**src/rtl/ex_mul_sequencer.sv**
```systemverilog
// ex_mul_sequencer: EX-stage sequencer for an iterative multiplier alongside the single-cycle ALU
module ex_mul_sequencer #(
  parameter int BITS_PER_CYCLE = 2
) (
  input  logic        Clk,
  input  logic        Reset,
  input  logic        Flush,
  input  logic        Valid_ID_EX,
  input  logic        IsMul_ID_EX,
  input  logic        RegWrite_ID_EX,
  input  logic [4:0]  Rd_ID_EX,
  input  logic [31:0] OpA,
  input  logic [31:0] OpB,
  input  logic [31:0] ALUresult,
  output logic        Stall,
  output logic        RegWrite_EX,
  output logic [31:0] Result_EX,
  output logic [4:0]  Rd_EX,
  output logic        Busy,
  output logic        MulDone
);
  localparam int ITER = 32 / BITS_PER_CYCLE;
  typedef enum logic [1:0] {IDLE, BUSY, DONE} state_t;
  state_t      state, state_nx;
  logic [31:0] acc, mcand, mplier;
  logic [5:0]  count;
  logic [4:0]  rd_q;
  logic        rw_q;
  logic        accept, last;
  assign accept = state == IDLE && Valid_ID_EX && IsMul_ID_EX && !Flush;
  assign last   = count == 6'(ITER - 1);
  always_ff @(posedge Clk or negedge Reset)
    if (!Reset) state <= IDLE;
    else        state <= state_nx;
  always_comb begin
    state_nx = Flush ? IDLE :
               state == IDLE ? (accept ? BUSY : IDLE) :
               state == BUSY ? (last ? DONE : BUSY) : IDLE;
  end
  always_ff @(posedge Clk or negedge Reset)
    if (!Reset) begin
      acc    <= '0;
      mcand  <= '0;
      mplier <= '0;
      count  <= '0;
      rd_q   <= '0;
      rw_q   <= 1'b0;
    end else if (Flush) begin
      acc   <= '0;
      count <= '0;
    end else if (accept) begin
      mcand  <= OpA;
      mplier <= OpB;
      rd_q   <= Rd_ID_EX;
      rw_q   <= RegWrite_ID_EX;
      acc    <= '0;
      count  <= '0;
    end else if (state == BUSY) begin
      // partial product of the low multiplier digit, kept to 32 bits
      acc    <= acc + mcand * 32'(mplier[BITS_PER_CYCLE-1:0]);
      mcand  <= mcand << BITS_PER_CYCLE;
      mplier <= mplier >> BITS_PER_CYCLE;
      count  <= count + 6'd1;
    end
  always_comb begin
    Busy        = Reset && state == BUSY;
    MulDone     = Reset && state == DONE && !Flush;
    Stall       = Reset && !Flush && (state == BUSY || accept);
    Result_EX   = !Reset ? 32'd0 : state == DONE ? acc : ALUresult;
    Rd_EX       = !Reset ? 5'd0 : state == DONE ? rd_q : Rd_ID_EX;
    RegWrite_EX = Reset && !Flush && Rd_EX != 5'd0 &&
                  (state == DONE ? rw_q : state == IDLE && Valid_ID_EX && !IsMul_ID_EX && RegWrite_ID_EX);
  end
endmodule

```
**config.mk**
```make
export PLATFORM = sky130hd
export DESIGN_NAME = ex_mul_sequencer
export DESIGN_NICKNAME = d
export VERILOG_FILES = /design/src/rtl/ex_mul_sequencer.sv
export SDC_FILE = /design/constraint.sdc
export NUM_CORES = 1
export LEC_CHECK = 0
export BUFFER_PORTS_ARGS = -buffer_cell sky130_fd_sc_hd__buf_2
export CELL_PAD_IN_SITES_DETAIL_PLACEMENT = 1
export CELL_PAD_IN_SITES_GLOBAL_PLACEMENT = 1
export CORE_ASPECT_RATIO = 0.6
export CORE_MARGIN = 3
export CORE_UTILIZATION = 45
export DETAILED_ROUTE_END_ITERATION = 10
export PLACE_DENSITY_LB_ADDON = 0.1
export SYNTH_ARGS = -nofsm -noshare
export SYNTH_HDL_FRONTEND = slang
export SYNTH_SLANG_ARGS = --single-unit
```
**constraint.sdc**
```tcl
create_clock -name Clk -period 6.72 [get_ports Clk]
set_input_delay 1.008 -clock Clk [delete_from_list [all_inputs] [get_ports Clk]]
set_output_delay 1.008 -clock Clk [all_outputs]
set_load 0.1 [all_outputs]
```
; ---- Word level (Yosys, flattened, before mapping)
; Index checks and enable logic that the tools add are counted.
[totals]
ff_bits = 110
in_bits = 107
output_inout_bits = 41
elab_cells = 55
[classes]
n_addsub = 2
multipliers = 1
eq_ne = 3
muxes = 20
n_bitwise = 1
n_reduce_logical = 21
[op_table]
columns = op, n
row1 = two-way mux 32 bit, 9
row2 = adder 32 bit, 1
row3 = multiplier 32 x 2 -> 32 bit, 1
row4 = two-way mux 6 bit, 3
row5 = logical AND 1 bit, 12
row6 = two-way mux 5 bit, 2
row7 = two-way mux 2 bit, 4
row8 = "adder 6 x 1 -> 6 bit, second input constant", 1
row9 = "equality test 6 x 4 -> 1 bit, second input constant", 1
row10 = nonzero test 5 bit, 1
row11 = AND reduction 2 bit, 2
row12 = nonzero test 3 bit, 1
row13 = "equality test 2 x 1 -> 1 bit, second input constant", 1
row14 = "equality test 2 bit, second input constant", 1
row15 = logical NOT 1 bit, 2
row16 = logical NOT 2 bit, 1
row17 = two-way mux 1 bit, 2
row18 = nonzero test 2 bit, 1
row19 = logical OR 1 bit, 1
row20 = NOT 1 bit, 1

; ---- Depth between registers and ports, before layout
; Gate-level depths: netlist (run 1).
[logic_depth]
ltp_word = 7
depth_mapped = 15
mapped_depth_nobuf = 13

; ---- Worst setup path before layout (run 1)
; OpenSTA, ideal clock, no wires.
[synth_path]
path_type = input port to output port
startpoint = input port Reset
endpoint = output port RegWrite_EX
arrival_time_ps = 6787
t_required_ps = 5712
slack_ps = -1075
cell_stages = 5
n_path_buf = 1
cell_sequence = clkbuf_1 a21boi_0 or4_1 nor2_1 nor4_1
[synth_via]
elab_chain_len = 4
word_cells_on_any_way = 5
cone_classes = mux (1) / reduce/logical (4)
[synth_lines]
columns = item, line
row1 = "start, declared", 6  ; input logic Reset,
row2 = two-way mux 5 bit, 70  ; Rd_EX = !Reset ? 5'd0 : state == DONE ? rd_q : Rd_ID_EX;
row3 = net Rd_EX[0], 18  ; output logic [4:0] Rd_EX,
row4 = nonzero test 5 bit, 71  ; RegWrite_EX = Reset && !Flush && Rd_EX != 5'd0 &&
row5 = logical AND 1 bit (2 in a row), 71
row6 = "end, declared", 16  ; output logic RegWrite_EX,
; The timed path passes the listed nets, and every way through them passes these cells.

; ---- Final worst setup path (run 1)
[layout_path]
startpoint = register mplier[0]
endpoint = register acc[27]
[layout_via]
elab_chain_len = 5
[layout_lines]
columns = item, line
row1 = "start, declared", 25  ; logic [31:0] acc, mcand, mplier;
row2 = "start signal, assigned", 53  ; mplier <= OpB;
row3 = "start signal, assigned", 62  ; mplier <= mplier >> BITS_PER_CYCLE;
row4 = multiplier 32 x 2 -> 32 bit, 60  ; acc <= acc + mcand * 32'(mplier[BITS_PER_CYCLE-1:0]);
row5 = adder 32 bit, 60
row6 = two-way mux 32 bit, 58  ; end else if (state == BUSY) begin
row7 = two-way mux 32 bit, 51  ; end else if (accept) begin
row8 = two-way mux 32 bit, 48  ; end else if (Flush) begin
row9 = "end signal, assigned", 60
row10 = "end, declared", 25
; No other way between the ends. The select of a mux whose other input is x is not followed.
; A chain may end at the register's enable or synchronous reset.

==> metrics.yaml, run 1 <==
placed_design:
  number_of_buffers_added_on_ports: 147
  placed_cell_area_sq_um: 8910
  dp_hpwl_mm: 17.7
  gp_routability_congestion: 0.849
sta:
  worst_clock_skew_ns: 0.0157
  timing.final.crit_period_ns: 4.22
  setup-violations-final: 0
  worstMarginPinSlew_ns: 0.960
  layout_worst_path_cycle_share: 0.629
  final-hold-violation-count: 0
  hold_ws_ns: 0.491
  rsz0062_at_grt: "false"
  clock.fmax_mhz: 237
  slew_violations: 0
  timing.slew.headroom: 0.357
  tns_ns: 0
clock_tree:
  clkSlewWorstSetupHoldPaths_ns: 0.09
  clock_net_sink_count: 110
  cts_tree: "done"
  cts_made_buffers: 9
  cts-root-to-sink-buffers: 2
  worstSkewPairLatency_ns: 0.36
  cts_repair_resize_count: 0
  postCtsSetupBuffers: 0
  clock_tree.root_cell: "sky130_fd_sc_hd__clkbuf_16"
  cts.htree.levels: 3
  number_of_hold_buffers_added_after_cts: 0
final_layout:
  stdcell_area_sq_um: 9220
  layout.nets: 1219
  most_frequent_cells_in_the_layout: "sky130_fd_sc_hd__nand2_1 (212), sky130_fd_sc_hd__buf_2 (146), sky130_fd_sc_hd__dfrtp_1 (110)"
  layout-drive-gt1-share: 0.183
  area.growth.synth_to_final_pct: 15.4
  fillers: 2106
  n_antenna_cell: 0
  layout_commonest_cell: "sky130_fd_sc_hd__nand2_1"
floorplan:
  die_width_um: 178
  floorplan.initialDensity: 0.463
  ios: 148
  placeable_area_sq_um: 17300
  placementRows: 37
  design.die.area_sq_um: 19500
  die_height_um: 109
global_route:
  global_route_wire_length_before_repair_mm: 40.4
  grt.overflow.total: 0
  grt_pass1_vias: 7437
  grt_antenna_before_repair: 1
  grt.total_usage: 0.263
  maximum_number_of_pins_on_one_net_before_global_route_repair: 109
synthesis:
  synth_edf_count: 0
  seq_area_frac_synth: 0.344
  synth_largest_type_area_fraction: 0.344
  synth.top_cells.by_area: "sky130_fd_sc_hd__dfrtp_1 (34%), sky130_fd_sc_hd__nand2_1 (10%), sky130_fd_sc_hd__fa_1 (7.8%)"
  synth_register_bits: 110
  postSynthNetCount: 1111
  yosysUniqueCellTypes: 53
  postSynthAreaPerCell_sq_um: 8.50
  synth_flop_cell: "sky130_fd_sc_hd__dfrtp_1"
  synth-async-reset-ratio: 1.00
  mappedNetlistArea_sq_um: 8000
  syn-instance-count: 941
  synth_top_cell_by_area: "sky130_fd_sc_hd__dfrtp_1"
  ys_warn_count: 0
pwr:
  clock_power_share: 0.190
  power.switching_mw: 1.35
  power_frac_comb: 0.496
  seqPwrFrac: 0.314
  pwrdens_nw_per_um2: 322
  vdd.ir_drop.worst_v: 0.000135
  standby_leakage_power_nw: 4.51
  netSwitchingFraction: 0.454
  power.internal_mw: 1.62
route:
  totalWireLength_mm: 24.7
  route.top_layer_used: "met5"
  detail_route.drc_violations: 0
  vias_per_cell: 5.67
  route.antenna.remaining_nets: 0
  route.vias.total: 7306
  initialDrtViolationCount: 472
  wl_met2_mm: 10.7
  met3RoutedLength_mm: 1.18
  wl_met1_mm: 12.7
  wl_cell_um: 19.2
  detailedRoute.firstPassIterationCount: 5
worst_setup_path:
  r2r_startpoint: "mplier[0]"
  worstSetupEndpointType: "register"
  reg2reg_slack_ns: 2.50
  crit-reg2reg-capture: "acc[27]"
  critical_path_arrival_ns: 4.50
  worstRegToRegCells: 13
  cp_max_fo: 22
  critPathLaunchType: "register"
  critical_path_required_time_ns: 7.00
  setup.worst_path.class: "reg2reg"
outcome:
  outcome: "completed"
min_path:
  hold_class: "reg2reg"
  hold-path-cell-count: 2
  worst_hold_startpoint: "mplier[13]"
  hold-path-endpoint: "mplier[13]"
job:
  max_cap_violations: 0
==> through the flow <==
stage | worst slack (ns) | std cells | util | power (mW)
2_1_floorplan | 0.0764 | 941 | - | 2.00
3_3_place_gp | 2.69 | 1272 | 0.516 | 2.35
3_5_place_dp | 2.58 | 1272 | 0.516 | 2.40
4_1_cts | 2.53 | 1288 | 0.534 | 2.97
5_1_grt | 2.12 | 1288 | 0.534 | 3.22
6_report | 2.50 | 1288 | 0.534 | 2.97
==> final cells by class <==
type,count,area [sq um],share of cell area
clock buffer,9,225,0.0244
clock inverter,7,83.8,0.00909
inverter,94,353,0.0383
multi-input combinational,676,4690,0.509
sequential,110,2750,0.298
tap,234,293,0.0317
timing repair buffer,158,825,0.0894
==> per-layer routing <==
layer	global-route usage	vias up
li1	-	3449
met1	0.407	3670
met2	0.400	173
met3	0.0407	12
met4	0.0314	2
met5	0	-
==> kinds of logic after synthesis <==
logic type	Yosys count	synth area share
flip-flops	110	0.344
AO/OA/AOI/OAI	295	0.266
buffers and inverters	155	0.0729
multiplexers	8	0.0110
XOR/XNOR	30	0.0329
adder cells (fa/ha/maj)	63	0.128
AND/OR/NAND/NOR	280	0.146
==> power groups by stage <==
stage / combinational (mW) / sequential (mW) / clock (mW)
detailed placement: 1.46 / 0.943 / 0
finish: 1.47 / 0.932 / 0.565
global placement: 1.41 / 0.937 / 0
floorplan: 1.12 / 0.886 / 0
CTS: 1.47 / 0.931 / 0.574
global route: 1.66 / 0.955 / 0.602
==> critical path, cell delays in order, from the launching register on <==
cell and delay (ns):
sky130_fd_sc_hd__dfrtp_1 0.90, sky130_fd_sc_hd__nand2_1 0.18, sky130_fd_sc_hd__fa_1 0.52, sky130_fd_sc_hd__inv_1 0.05, sky130_fd_sc_hd__ha_1 0.23, sky130_fd_sc_hd__fa_1 0.43
sky130_fd_sc_hd__a211oi_1 0.30, sky130_fd_sc_hd__o21bai_1 0.22, sky130_fd_sc_hd__o211ai_1 0.35, sky130_fd_sc_hd__a211oi_1 0.13, sky130_fd_sc_hd__nor3_1 0.38, sky130_fd_sc_hd__o21bai_1 0.15
sky130_fd_sc_hd__xnor2_1 0.14, sky130_fd_sc_hd__o21ai_1 0.15
==> how the worst max path moves through the flow <==
stage | endpoint | start | slack (ns) | cells after the start
final | acc[27] | mplier[0] | 2.50 | 13
after floorplan | RegWrite_EX | Reset | 0.08 | 5
after global placement | acc[27] | mplier[0] | 2.69 | 13
after CTS | acc[27] | mplier[0] | 2.53 | 13
after detailed placement | acc[31] | mplier[0] | 2.58 | 13
after global routing | acc[31] | mplier[0] | 2.12 | 13
==> state kept, by name, summed over array words and instances (netlist names) <==
signal and count:
mplier 32, rd_q 5, state 2, mcand 32
count 6, acc 32, rw_q 1
==> synthesized netlist by cell type (all sizes together) (6+ instances only) <==
master and count:
a211oi 6, a21boi 37, a21o 19, a21oi 34, a22o 8, a22oi 32
clkbuf 56, dfrtp 110, fa 31, ha 32, inv 94, mux2 6
nand2 212, nand2b 9, nand3 10, nand4 7, nor2 20, o21ai 68
o22a 60, xnor2 13, xor2 17
No activity file was read; power rests on OpenSTA's default activity.
==> inputs of run 2 (changes only) <==
- CORE_UTILIZATION: 45 -> 38
- clock period: 6.72 -> 3.69 ns (I/O delays scaled with it)
==> metrics.yaml, run 2 (synthesized netlist as in run 1, its figures left out) <==
pwr:
  total_power_mw: 5.52
  vdd.ir_drop.worst_v: 0.000259
  standby_leakage_power_nw: 4.63
  pwrdens_nw_per_um2: 584
job:
  max_cap_violations: 0
sta:
  setup-violations-final: 0
  slew_violations: 0
  layout_worst_path_cycle_share: 0.948
  worstMarginPinSlew_ns: 0.908
  timing.final.crit_period_ns: 3.50
  timing.slew.headroom: 0.394
  clock.fmax_mhz: 286
  rsz0062_at_grt: "false"
  tns_ns: 0
  worst_clock_skew_ns: 0.00924
  final-hold-violation-count: 0
  worst_slack_ns: 0.190
clock_tree:
  cts.htree.levels: 3
  number_of_hold_buffers_added_after_cts: 0
  cts_tree: "done"
  cts_made_buffers: 9
  clock_net_sink_count: 110
  clock_tree.root_cell: "sky130_fd_sc_hd__clkbuf_16"
  worstSkewPairLatency_ns: 0.37
  cts-root-to-sink-buffers: 2
  clkSlewWorstSetupHoldPaths_ns: 0.08
worst_setup_path:
  reg2reg_slack_ns: 0.19
  timing.critical_path.mode_cell: "sky130_fd_sc_hd__fa_1"
  r2r_startpoint: "mplier[1]"
  critPathLaunchType: "register"
  critical_path_required_time_ns: 3.93
  worstSetupEndpointType: "register"
  setup.worst_path.class: "reg2reg"
  crit_path_cell_trace: "nand2_1 > fa_1 > inv_1 > ha_1 > fa_1 > a211oi_2 > o21bai_2 > o211ai_1 > a211oi_1 > nor3_1 > buf_4 > o21bai_1 > xnor2_1 > o21ai_1"
  cp_max_fo: 9
  cpPeakStageDelay_ns: 0.51
  crit_slowest_cell: "sky130_fd_sc_hd__fa_1"
  critical_path_arrival_ns: 3.74
  worstRegToRegCells: 14
  crit-reg2reg-capture: "acc[27]"
placed_design:
  dp_hpwl_mm: 19.7
  number_of_buffers_added_on_ports: 147
  dpl.cell_count: 1328
  dp_slack_ns: 0.0336
  placed_cell_area_sq_um: 9120
  gp_routability_congestion: 0.828
global_route:
  grt.overflow.total: 0
  grt_antenna_before_repair: 0
  maximum_number_of_pins_on_one_net_before_global_route_repair: 53
  grt_pass1_vias: 7589
  global_route_wire_length_before_repair_mm: 42.5
  grt.total_usage: 0.230
route:
  route.antenna.remaining_nets: 0
  detail_route.drc_violations: 0
  wl_cell_um: 19.7
  detailedRoute.firstPassIterationCount: 4
  initialDrtViolationCount: 406
  totalWireLength_mm: 26.5
  route.vias.total: 7343
  vias_per_cell: 5.45
final_layout:
  layout-drive-gt1-share: 0.206
  most_frequent_cells_in_the_layout: "sky130_fd_sc_hd__nand2_1 (212), sky130_fd_sc_hd__buf_2 (146), sky130_fd_sc_hd__dfrtp_1 (108)"
  stdcell_area_sq_um: 9450
  biggestRegsByFlops: "acc x32, mcand x32, mplier x32"
  n_antenna_cell: 0
  post_layout_nonfiller_instances: 1347
  layout.nets: 1239
  layout_commonest_cell: "sky130_fd_sc_hd__nand2_1"
  area.growth.synth_to_final_pct: 18.2
floorplan:
  placementRows: 40
  design.die.area_sq_um: 22900
  die_height_um: 118
  die_width_um: 193
  placeable_area_sq_um: 20300
  floorplan.initialDensity: 0.393
  ios: 148
min_path:
  hold_class: "in2async"
outcome:
  outcome: "completed"
[run 2: stage by stage]
stage,hold WS (ns),util
finish,0.0372,0.465
global route,0.0384,0.465
CTS,0.0370,0.463
detailed placement,0.433,0.449
global placement,0.436,0.449
floorplan,0.258,-
[run 2: per-layer routing]
| metal | track usage | wire [um] |
|---|---|---|
| met4 | 0.0339 | 192 |
| met5 | 0 | 0 |
| met2 | 0.342 | 11400 |
| met3 | 0.0376 | 942 |
| met1 | 0.357 | 14000 |
[run 2: critical path: cells and delay by family, from the launching register on]
family                     cells  cell delay (ns)
adders and majority gates      3             1.19
AOI/OAI and AO/OA              6             1.03
DFF                            1             0.47
and+or+nand+nor                2             0.33
buffers and inverters          2             0.21
xor gates and xnor gates       1             0.14
[run 2: report_power, final]
part | total [mW] | leakage, nW | internal, mW | switching (mW)
Clock | 0.977 | 0.140 | 0.472 | 0.505
Combinational | 2.84 | 3.11 | 1.10 | 1.74
Sequential | 1.70 | 1.38 | 1.45 | 0.251
Total | 5.52 | 4.63 | 3.02 | 2.50
[run 2: layout make-up]
type	count	area, sq um
fill	2483	10900
multi-input combinational	676	4730
sequential	110	2760
timing repair buffer	178	987
inverter	94	353
tap	273	342
clock buffer	10	229
clock inverter	6	56.3
[run 2: how the worst max path moves through the flow]
stage / from / to / slack [ns] / cells past startpoint
2_1_floorplan: state[0] / RegWrite_EX / -0.07 / 7
5_1_grt: mplier[1] / acc[27] / 0.03 / 14
6_report: mplier[1] / acc[27] / 0.19 / 14
3_5_place_dp: mplier[1] / acc[27] / 0.03 / 14
4_1_cts: mplier[0] / acc[27] / 0.03 / 14
3_3_place_gp: mplier[1] / acc[27] / 0.11 / 14
[run 2: repair_timing]
action / in CTS / in global routing
resized for setup: 1 / 4
setup buffers: 0 / 3
setup endpoints to repair: 1 / 13
pin swaps: 0 / 2
